`src/rtl/branch_resolve_ctrl.sv`:
```
// Misprediction recovery sequencer: detect -> one-cycle flush/checkpoint restore -> held frontend redirect.
// Optional counters are enabled with `define BRANCH_RESOLVE_STATS_EN.
module branch_resolve_ctrl #(
    parameter int CHKP_W = 2,
    parameter int GL_W   = 6,
    parameter int XLEN   = 64
) (
    input  logic              clk_i,
    input  logic              rst_i,
    input  logic              br_valid_i,
    input  logic [XLEN-1:0]   br_pc_i,
    input  logic              br_taken_i,
    input  logic [XLEN-1:0]   br_target_i,
    input  logic              br_ex_valid_i,
    input  logic              pred_taken_i,
    input  logic [XLEN-1:0]   pred_target_i,
    input  logic [CHKP_W-1:0] br_chkp_i,
    input  logic [GL_W-1:0]   br_gl_index_i,
    input  logic              kill_i,
    input  logic              fe_ready_i,
    output logic              busy_o,
    output logic              flush_o,
    output logic              recover_valid_o,
    output logic [CHKP_W-1:0] recover_chkp_o,
    output logic [GL_W-1:0]   recover_gl_index_o,
    output logic              redirect_valid_o,
    output logic [XLEN-1:0]   redirect_pc_o
`ifdef BRANCH_RESOLVE_STATS_EN
    ,
    output logic [31:0]       stat_branches_o,
    output logic [31:0]       stat_mispredicts_o
`endif
);

    typedef enum logic [1:0] {IDLE, FLUSH, REDIRECT} state_t;

    state_t            state;
    logic [XLEN-1:0]   pc_q;
    logic [CHKP_W-1:0] chkp_q;
    logic [GL_W-1:0]   gl_q;

    logic              mispredict;
    logic              detect;
    logic [XLEN-1:0]   correct_pc;

    assign mispredict = (br_taken_i != pred_taken_i) ||
                        (br_taken_i && (br_target_i != pred_target_i));
    assign correct_pc = br_taken_i ? br_target_i : br_pc_i + XLEN'(4);
    // Excepting branches are left for commit to handle; kill pre-empts everything.
    assign detect     = (state == IDLE) && br_valid_i && mispredict &&
                        !br_ex_valid_i && !kill_i;

    always_ff @(posedge clk_i or posedge rst_i) begin
        if (rst_i) begin
            state  <= IDLE;
            pc_q   <= '0;
            chkp_q <= '0;
            gl_q   <= '0;
        end else if (kill_i) begin
            state <= IDLE;
        end else begin
            case (state)
                IDLE: begin
                    if (detect) begin
                        state  <= FLUSH;
                        pc_q   <= correct_pc;
                        chkp_q <= br_chkp_i;
                        gl_q   <= br_gl_index_i;
                    end
                end
                FLUSH:    state <= REDIRECT;
                REDIRECT: if (fe_ready_i) state <= IDLE;
                default:  state <= IDLE;
            endcase
        end
    end

    // Recovery outputs are gated by kill in the same cycle so commit always wins.
    assign flush_o            = (state == FLUSH) && !kill_i;
    assign recover_valid_o    = flush_o;
    assign recover_chkp_o     = recover_valid_o ? chkp_q : '0;
    assign recover_gl_index_o = recover_valid_o ? gl_q : '0;
    assign redirect_valid_o   = (state == REDIRECT) && !kill_i;
    assign redirect_pc_o      = redirect_valid_o ? pc_q : '0;
    assign busy_o             = (state != IDLE) || (detect && !rst_i);

`ifdef BRANCH_RESOLVE_STATS_EN
    logic br_accept;
    assign br_accept = (state == IDLE) && br_valid_i && !kill_i;

    always_ff @(posedge clk_i or posedge rst_i) begin
        if (rst_i) begin
            stat_branches_o    <= '0;
            stat_mispredicts_o <= '0;
        end else begin
            if (br_accept && (stat_branches_o != '1))
                stat_branches_o <= stat_branches_o + 32'd1;
            if (detect && (stat_mispredicts_o != '1))
                stat_mispredicts_o <= stat_mispredicts_o + 32'd1;
        end
    end
`endif

endmodule

```
`config.mk`:
```
export PLATFORM = sky130hd
export DESIGN_NAME = branch_resolve_ctrl
export DESIGN_NICKNAME = d
export VERILOG_FILES = /design/src/rtl/branch_resolve_ctrl.sv
export SDC_FILE = /design/constraint.sdc
export NUM_CORES = 1
export LEC_CHECK = 0
export ABC_AREA = 1
export ABC_CLOCK_PERIOD_IN_PS = 2900
export BUFFER_PORTS_ARGS = -buffer_cell sky130_fd_sc_hd__buf_4
export CAP_MARGIN = 20
export CELL_PAD_IN_SITES_DETAIL_PLACEMENT = 1
export CELL_PAD_IN_SITES_GLOBAL_PLACEMENT = 2
export CORE_MARGIN = 2
export CORE_UTILIZATION = 24
export CTS_BUF_LIST = sky130_fd_sc_hd__clkbuf_4 sky130_fd_sc_hd__clkbuf_8 sky130_fd_sc_hd__clkbuf_16
export DETAILED_ROUTE_END_ITERATION = 16
export PLACE_DENSITY = 0.84
export SLEW_MARGIN = 20
export SYNTH_ARGS = -nofsm -noshare
export SYNTH_HDL_FRONTEND = slang
export SYNTH_SLANG_ARGS = --single-unit
```
`constraint.sdc`:
```
create_clock -name clk_i -period 2.9 [get_ports clk_i]
set_clock_uncertainty 0.2 [all_clocks]
set_input_delay 0.58 -clock clk_i [delete_from_list [all_inputs] [get_ports clk_i]]
set_output_delay 0.58 -clock clk_i [all_outputs]
set_load 0.01 [all_outputs]
```
Word level (Yosys, flattened, before mapping) --
Cells that the tools add are included.
Storage, ports and cells: output and inout bits 76, flip-flop bits (word level) 74
Operators by class: equality and inequality tests 6, bitwise logic cells 1, muxes and demuxes 8, $add $sub $neg 1, reduce and logical (&&, ||, !) cells 17
Operators with widths (count):
- 64-bit two-way mux | 2
- 64-bit by 3-bit adder with 64-bit output (second input constant) | 1
- 64-bit inequality test | 1
- 1-bit logical AND | 8
- 2-bit two-way mux | 4
- 6-bit two-way mux | 1
- 3-bit inequality test (second input constant) | 2
- 2-bit one-hot mux with 3 select lines | 1
- 1-bit zero test | 3
- 3-bit AND reduction | 1
- 2-bit by 1-bit == test with 1-bit output (second input constant) | 1
- 2-bit == test (second input constant) | 1
- 2-bit zero test | 1
- 1-bit logical OR | 2
- 2-bit AND reduction | 1
- 2-bit nonzero test | 1
- 1-bit inequality test | 1
- 1-bit NOT | 1

Longest topological paths before layout --
Gate-level depths: netlist of run 1.
depth after elaboration 9, mapped depth 15, gate-level depth less buffers 12

Worst setup path after synthesis of run 1 --
Ideal clock, no wire load.
path kind input -> output, start in pred_target_i[19], end out busy_o, cell stages on the path 11, path buffers 2, data arrival time 1808 ps, path slack 312 ps, cell sequence inv_1 or2_2 nand3_1 nor2_1 nand2_1 nor2_1 nand3_1 nand3_1 buf_6 clkbuf_1 o21ai_0
On the way: longest elaborated chain between the ends 8
Ends and longest elaborated chain:
- start: declaration | RTL line 16 | input logic [XLEN-1:0] pred_target_i,
- 64-bit inequality test | RTL line 47 | (br_taken_i && (br_target_i != pred_target_i));
- 1-bit logical AND | RTL line 47
- 1-bit logical OR | RTL line 46 | assign mispredict = (br_taken_i != pred_taken_i) ||
- 1-bit logical AND (2 in series) | RTL line 50 | assign detect = (state == IDLE) && br_valid_i && mispredict &&
- 1-bit logical AND | RTL line 51 | !br_ex_valid_i && !kill_i;
- 1-bit logical AND | RTL line 85 | assign busy_o = (state != IDLE) || (detect && !rst_i);
- 1-bit logical OR | RTL line 85
- end: declaration | RTL line 21 | output logic busy_o,
Every way passes these cells.

Worst setup path in the final report of run 1 --
start in br_target_i[20], end out busy_o
On the way: longest elaborated chain between the ends 8
Ends and longest elaborated chain:
- start: declaration | RTL line 13 | input logic [XLEN-1:0] br_target_i,
- 64-bit inequality test | RTL line 47
- 1-bit logical AND | RTL line 47
- 1-bit logical OR | RTL line 46
- 1-bit logical AND (2 in series) | RTL line 50
- 1-bit logical AND | RTL line 51
- 1-bit logical AND | RTL line 85
- 1-bit logical OR | RTL line 85
Every way passes these cells.

==> results of run 1 <==
## sequential cells by signal, summed over array words and instances (netlist names)
register / flops
state: 2
gl_q: 6
pc_q: 64
chkp_q: 2
## cell usage after synthesis, drive strengths merged, types with 9 or more instances
cell      n  area (um2)
a21boi    9        67.6
nand4    16         100
or2      13        81.3
dfrtp    74        1850
inv     210         788
nand3    43         215
xor2     11        96.3
o21ai   107         536
nand2   423        1590
nor2    260         998
clkbuf   19        71.3
xnor2    30         263
mux2i    23         230
buf      17         124
## power breakdown
| group | internal [W] | switching, W | total (W) |
|---|---|---|---|
| Sequential | 0.00125 | 0.000116 | 0.00137 |
| Combinational | 0.000474 | 0.000566 | 0.00104 |
| Clock | 0.000764 | 0.000522 | 0.00129 |
## area by class of cell
type | instances | area, um2 | area share (%)
clock inverters | 7 | 103 | 1.01
clock buffers | 9 | 225 | 2.22
repair buffers | 308 | 2360 | 23.3
well taps | 390 | 488 | 4.81
inverters | 210 | 790 | 7.78
multi-input cells | 955 | 4330 | 42.7
diodes | 1 | 2.50 | 0.0246
flip-flops and latches | 74 | 1850 | 18.2
## how the worst min path moves through the flow
stage | from | cells past startpoint | slack, ps | end
after floorplan | chkp_q[0]$_DFFE_PP0P_ | 2 | 250 | chkp_q[0]$_DFFE_PP0P_
after global placement | pc_q[7]$_DFFE_PP0P_ | 2 | 270 | pc_q[7]$_DFFE_PP0P_
after detailed placement | chkp_q[1]$_DFFE_PP0P_ | 2 | 270 | chkp_q[1]$_DFFE_PP0P_
after CTS | rst_i | 2 | 60 | gl_q[1]$_DFFE_PP0P_
after global routing | rst_i | 2 | 70 | gl_q[4]$_DFFE_PP0P_
final | rst_i | 2 | 50 | gl_q[4]$_DFFE_PP0P_
## cell families after synthesis
| group | count (synthesis) | share of synthesized area (%) |
|---|---|---|
| and+or+nand+nor | 760 | 42.2 |
| buffers and inverters | 246 | 13.8 |
| AOI/OAI and AO/OA | 130 | 9.65 |
| xor gates and xnor gates | 41 | 5.03 |
| DFF | 74 | 25.9 |
| adders and majority gates | 1 | 0.175 |
| muxes | 23 | 3.22 |
## per-stage QoR
| step | power [W] | cell area (um2) | std cells | worst slack (ps) |
|---|---|---|---|---|
| global placement | 0.00240 | 9810 | 1937 | 57.8 |
| CTS | 0.00375 | 10100 | 1953 | 50.4 |
| floorplan | 0.00191 | 7140 | 1275 | 238 |
| detailed placement | 0.00244 | 9810 | 1937 | 57.0 |
| finish | 0.00369 | 10200 | 1954 | 142 |
| global route | 0.00396 | 10200 | 1954 | 5.46 |
## timing repair
item                       4_1_cts  5_1_grt
setup buffers                    0        0
resized for setup                0        2
setup endpoints to repair        0        1
## metal layers
layer / vias up / GRT usage [%] / routed length (um)
met5: - / 0 / 0
met4: 0 / 5.17 / 534
met3: 26 / 3.36 / 1760
met2: 228 / 36.7 / 15900
met1: 4057 / 27.8 / 15000
li1: 4418 / - / -
==> results_dict.tcl, run 1 <==
set metrics [dict create \
    outcome "complete, no violations" \
    fin_hold_ws_ps 51.6 \
    p_leak_nw 5.36 \
    port_buffers 283 \
    area_delta_synth_final_pct 42.1 \
    layout_common_cells "423 x nand2_1, 304 x buf_4, 252 x nor2_1, 207 x inv_1, 86 x o21ai_0" \
    hold_violations 0 \
    synthesis.area_um2 7140 \
    place_hpwl_mm 28.1 \
    ys_seq_elements 74 \
    cp_num_cells 10 \
    first_global_vias 8936 \
    final_common_cell "nand2_1" \
    worstRegToRegCells 7 \
    finalWirelength_mm 33.1 \
    synth-edff-count 0 \
    cp-start-kind "primary input" \
    row_count 63 \
    worstPathRequired_ps 2120 \
    die_area_um2 31200 \
    setup_viol 0 \
    critical_path_class "in2out" \
    worst-path-buf-inv 2 \
    worstMarginPinSlew_ps 544 \
    period_needed_ps 2760 \
    ff2ff_setup_slack_ps 990 \
    rsz0062_at_grt "no" \
    slew_viol_final 0 \
    wl_per_cell_um 16.9 \
    nets 1767 \
    clkTransAtPathRegs_ps 70 \
    timing.final.crit_share_pct 95.1 \
    vias 8729 \
    rr_startpoint "state[0]$_DFFE_PP0P_" \
    cts_made_buffers 9 \
    max_freq_mhz 363 \
    synth_fp_nets 1484 \
    cts_buffer_depth 2 \
    drtIter0Drc 348 \
    tns_ps 0 \
    syn_area_per_cell_um2 5.60 \
    cp_max_fo 2 \
    fp.dieH_um 177 \
    firstDrtPassIters 5 \
    crit_chain "buf_4 -> xnor2_1 -> nand3_1 -> nor2_1 -> nand2_1 -> nor2_1 -> nand3_1 -> nand3_4 -> o21ai_0 -> buf_4" \
    ios 284 \
    end_kind "output pin" \
    die_width_um 177 \
    cp_top_family "simple AND/OR/NAND/NOR gates" \
    htreeDepth 3 \
    drv_cap 0 \
    grt_pass1_wl_mm 50.3 \
    worst_path_max_delay_cell "nor2_1" \
    p_per_area_nw_per_um2 364 \
    clock_sinks 74 \
    via_per_inst 4.47 \
    grt_max_degree 78 \
    hp-class "in2async" \
    drive_gt1_share_pct 22.4 \
    worstPathArrival_ps 1980 \
    fin_util_pct 34.4 \
    synth_cells 1275 \
    r2r_end "pc_q[8]$_DFFE_PP0P_" \
    nFillCells 3992 \
    async_flop_share_pct 100 \
    grt.overflow.total 0 \
    ys_seq_area_share_pct 25.9 \
    cp-endpoint "busy_o" \
    ctsHoldBuffers 0 \
    ys.flop_type "dfrtp_1" \
    crit_start "br_target_i[20]" \
    grt_use_total_pct 21.3 \
    postRouteAntennaNets 0 \
    vdd.ir_drop.worst_mv 0.260 \
    maxSlewHeadroom_pct 63.7 \
    yosys_warnings 0 \
    drc 0 \
    slowest_delay_ps 280 \
    clock_latency_ps 340 \
    ys_types 30 \
    cts_root_buf "clkbuf_16" \
    antenna_found_initial 1 \
    start_util_pct 24.2 \
    core-area_um2 29500 \
    place_congestion 0.924 \
    cts_tree "done" \
]
No activity file was read; power rests on OpenSTA's default activity.
==> inputs of run 2 (changes only) <==
--- a/config.mk
+++ b/config.mk
@@ -6,16 +6,16 @@
 export NUM_CORES = 1
 export LEC_CHECK = 0
 export ABC_AREA = 1
-export ABC_CLOCK_PERIOD_IN_PS = 2900
+export ABC_CLOCK_PERIOD_IN_PS = 2400
 export BUFFER_PORTS_ARGS = -buffer_cell sky130_fd_sc_hd__buf_4
 export CAP_MARGIN = 20
 export CELL_PAD_IN_SITES_DETAIL_PLACEMENT = 1
 export CELL_PAD_IN_SITES_GLOBAL_PLACEMENT = 2
 export CORE_MARGIN = 2
-export CORE_UTILIZATION = 24
+export CORE_UTILIZATION = 21
 export CTS_BUF_LIST = sky130_fd_sc_hd__clkbuf_4 sky130_fd_sc_hd__clkbuf_8 sky130_fd_sc_hd__clkbuf_16
 export DETAILED_ROUTE_END_ITERATION = 16
-export PLACE_DENSITY = 0.84
+export PLACE_DENSITY = 0.78
 export SLEW_MARGIN = 20
 export SYNTH_ARGS = -nofsm -noshare
 export SYNTH_HDL_FRONTEND = slang
==> constraint.sdc (replaced) <==
create_clock -name clk_i -period 2.4 [get_ports clk_i]
set_clock_uncertainty 0.2 [all_clocks]
set_input_delay 0.48 -clock clk_i [delete_from_list [all_inputs] [get_ports clk_i]]
set_output_delay 0.48 -clock clk_i [all_outputs]
set_load 0.01 [all_outputs]
==> results_dict.tcl, run 2 (same netlist as run 1, synthesis figures left out) <==
set metrics [dict create \
    outcome "finished with violations" \
    violations "setup timing" \
    reg_top3 "pc_q (64), gl_q (6)" \
    crit_start "br_target_i[20]" \
    hp-class "in2async" \
    setup_slack_ps -5.69 \
    die_area_um2 35500 \
    grt_max_degree 75 \
    grt_use_total_pct 20.1 \
    antenna_found_initial 2 \
    grt.overflow.total 0 \
    regArea_um2 1850 \
    place_hpwl_mm 30.1 \
    clock_sinks 74 \
    drive_gt1_share_pct 32.2 \
    clkTransAtPathRegs_ps 80 \
    fin_area_um2 11300 \
    layout_common_cells "391 x nand2_1, 378 x buf_4, 226 x nor2_1, 189 x inv_1, 82 x o21ai_0" \
    worst_path_max_delay_cell "nor2_2" \
    row_count 67 \
    worstPathArrival_ps 1730 \
    slowest_delay_ps 170 \
    place_area_um2 10600 \
    vias 9026 \
    switchingPower_w 0.00155 \
    rsz0062_at_grt "yes" \
    period_needed_ps 2410 \
    clock_latency_ps 350 \
    setup_viol 1 \
    cts_made_buffers 9 \
    nFillCells 4410 \
    worstMarginPinSlew_ps 439 \
    vdd.ir_drop.worst_mv 0.308 \
    p_per_area_nw_per_um2 394 \
    fin_hold_ws_ps 58.3 \
    power_w 0.00447 \
    port_buffers 283 \
    hold_violations 0 \
    final_common_cell "nand2_1" \
    pre_cts_ws_ps -256 \
    ctsHoldBuffers 0 \
    first_global_vias 9557 \
    cts_root_buf "clkbuf_16" \
    p_int_w 0.00292 \
    cp_max_fo 2 \
    via_per_inst 4.27 \
    swShare_pct 34.7 \
    fp.dieH_um 188 \
    start_util_pct 21.3 \
    pwr-share-clk_pct 31.3 \
    slew_viol_final 0 \
    end_kind "output pin" \
    drv_cap 0 \
    htreeDepth 3 \
    grt_pass1_wl_mm 54.3 \
    cts_buffer_depth 2 \
    firstDrtPassIters 4 \
    cp-start-kind "primary input" \
    p_comb_share_pct 31.9 \
    nets 1868 \
    place_congestion 0.913 \
    wl_per_cell_um 16.9 \
    drc 0 \
    cts_tree "done" \
    ff2ff_setup_slack_ps 200 \
    max_freq_mhz 416 \
    critical_path_class "in2out" \
    maxSlewHeadroom_pct 70.7 \
    area_delta_synth_final_pct 58.9 \
    rr_startpoint "state[0]$_DFFE_PP0P_" \
    largest_register_ffs 64 \
    max_flop_register "pc_q" \
    worstPathRequired_ps 1720 \
    multi_input_area_um2 4590 \
    fin_util_pct 33.8 \
    core-area_um2 33500 \
    crit_chain "buf_4 -> xnor2_2 -> nand3_1 -> nor2_2 -> buf_6 -> nand2_4 -> nor2_4 -> nand3_4 -> nand3_4 -> o21ai_2 -> buf_4" \
    ios 284 \
    postRouteAntennaNets 0 \
    die_width_um 188 \
    drtIter0Drc 316 \
    p_leak_nw 5.92 \
    finalWirelength_mm 35.7 \
    pwr-share-seq_pct 36.9 \
    timing.final.crit_share_pct 100 \
]
run 2: through the flow:
step	TNS, ps	std cells
2_1_floorplan	0	1275
3_3_place_gp	-10640	2093
3_5_place_dp	-12640	2093
4_1_cts	-107	2110
5_1_grt	-598	2113
6_report	-5.69	2114
run 2: cell type report:
type                       count  area share [%]
tap                          448            4.94
timing repair buffer         409            28.7
antenna                        2          0.0441
sequential                    74            16.3
clock buffer                   9            1.98
multi-input combinational    955            40.4
inverter                     210            7.07
clock inverter                 7           0.529
run 2: final timing paths:
check                           cells past startpoint                    to
worst min-delay path                                3  state[0]$_DFFE_PP0P_
worst max-delay path                               11                busy_o
min in group clk_i                                  2  state[1]$_DFFE_PP0P_
worst max register to register                     10  pc_q[47]$_DFFE_PP0P_
worst min register to register                      2   pc_q[3]$_DFFE_PP0P_
max in group asynchronous                           3  pc_q[29]$_DFFE_PP0P_
run 2: layer usage:
metal / GRT usage (%) / vias to the layer above / wire length, um
met5: 0 / - / 0
li1: - / 4625 / -
met2: 34.4 / 196 / 16700
met1: 26.8 / 4176 / 16600
met3: 2.76 / 29 / 1720
met4: 4.63 / 0 / 668
run 2: critical path: cells and delay by family:
| kind | cells | cell delay (ps) |
|---|---|---|
| buf+inv | 3 | 410 |
| simple gates | 6 | 620 |
| xor+xnor | 1 | 150 |
| compound gates | 1 | 50 |
run 2: power by group through the flow:
stage | logic, W | registers [W] | clock network [W]
global placement | 0.00133 | 0.00166 | 0
finish | 0.00142 | 0.00165 | 0.00140
global route | 0.00163 | 0.00169 | 0.00148
CTS | 0.00139 | 0.00165 | 0.00145
detailed placement | 0.00136 | 0.00167 | 0
floorplan | 0.000675 | 0.00164 | 0
run 2: what timing repair did:
action,CTS,global route
gates resized for setup,41,95
endpoints found under the setup margin,54,93
setup buffers,1,2
pin swaps,22,56
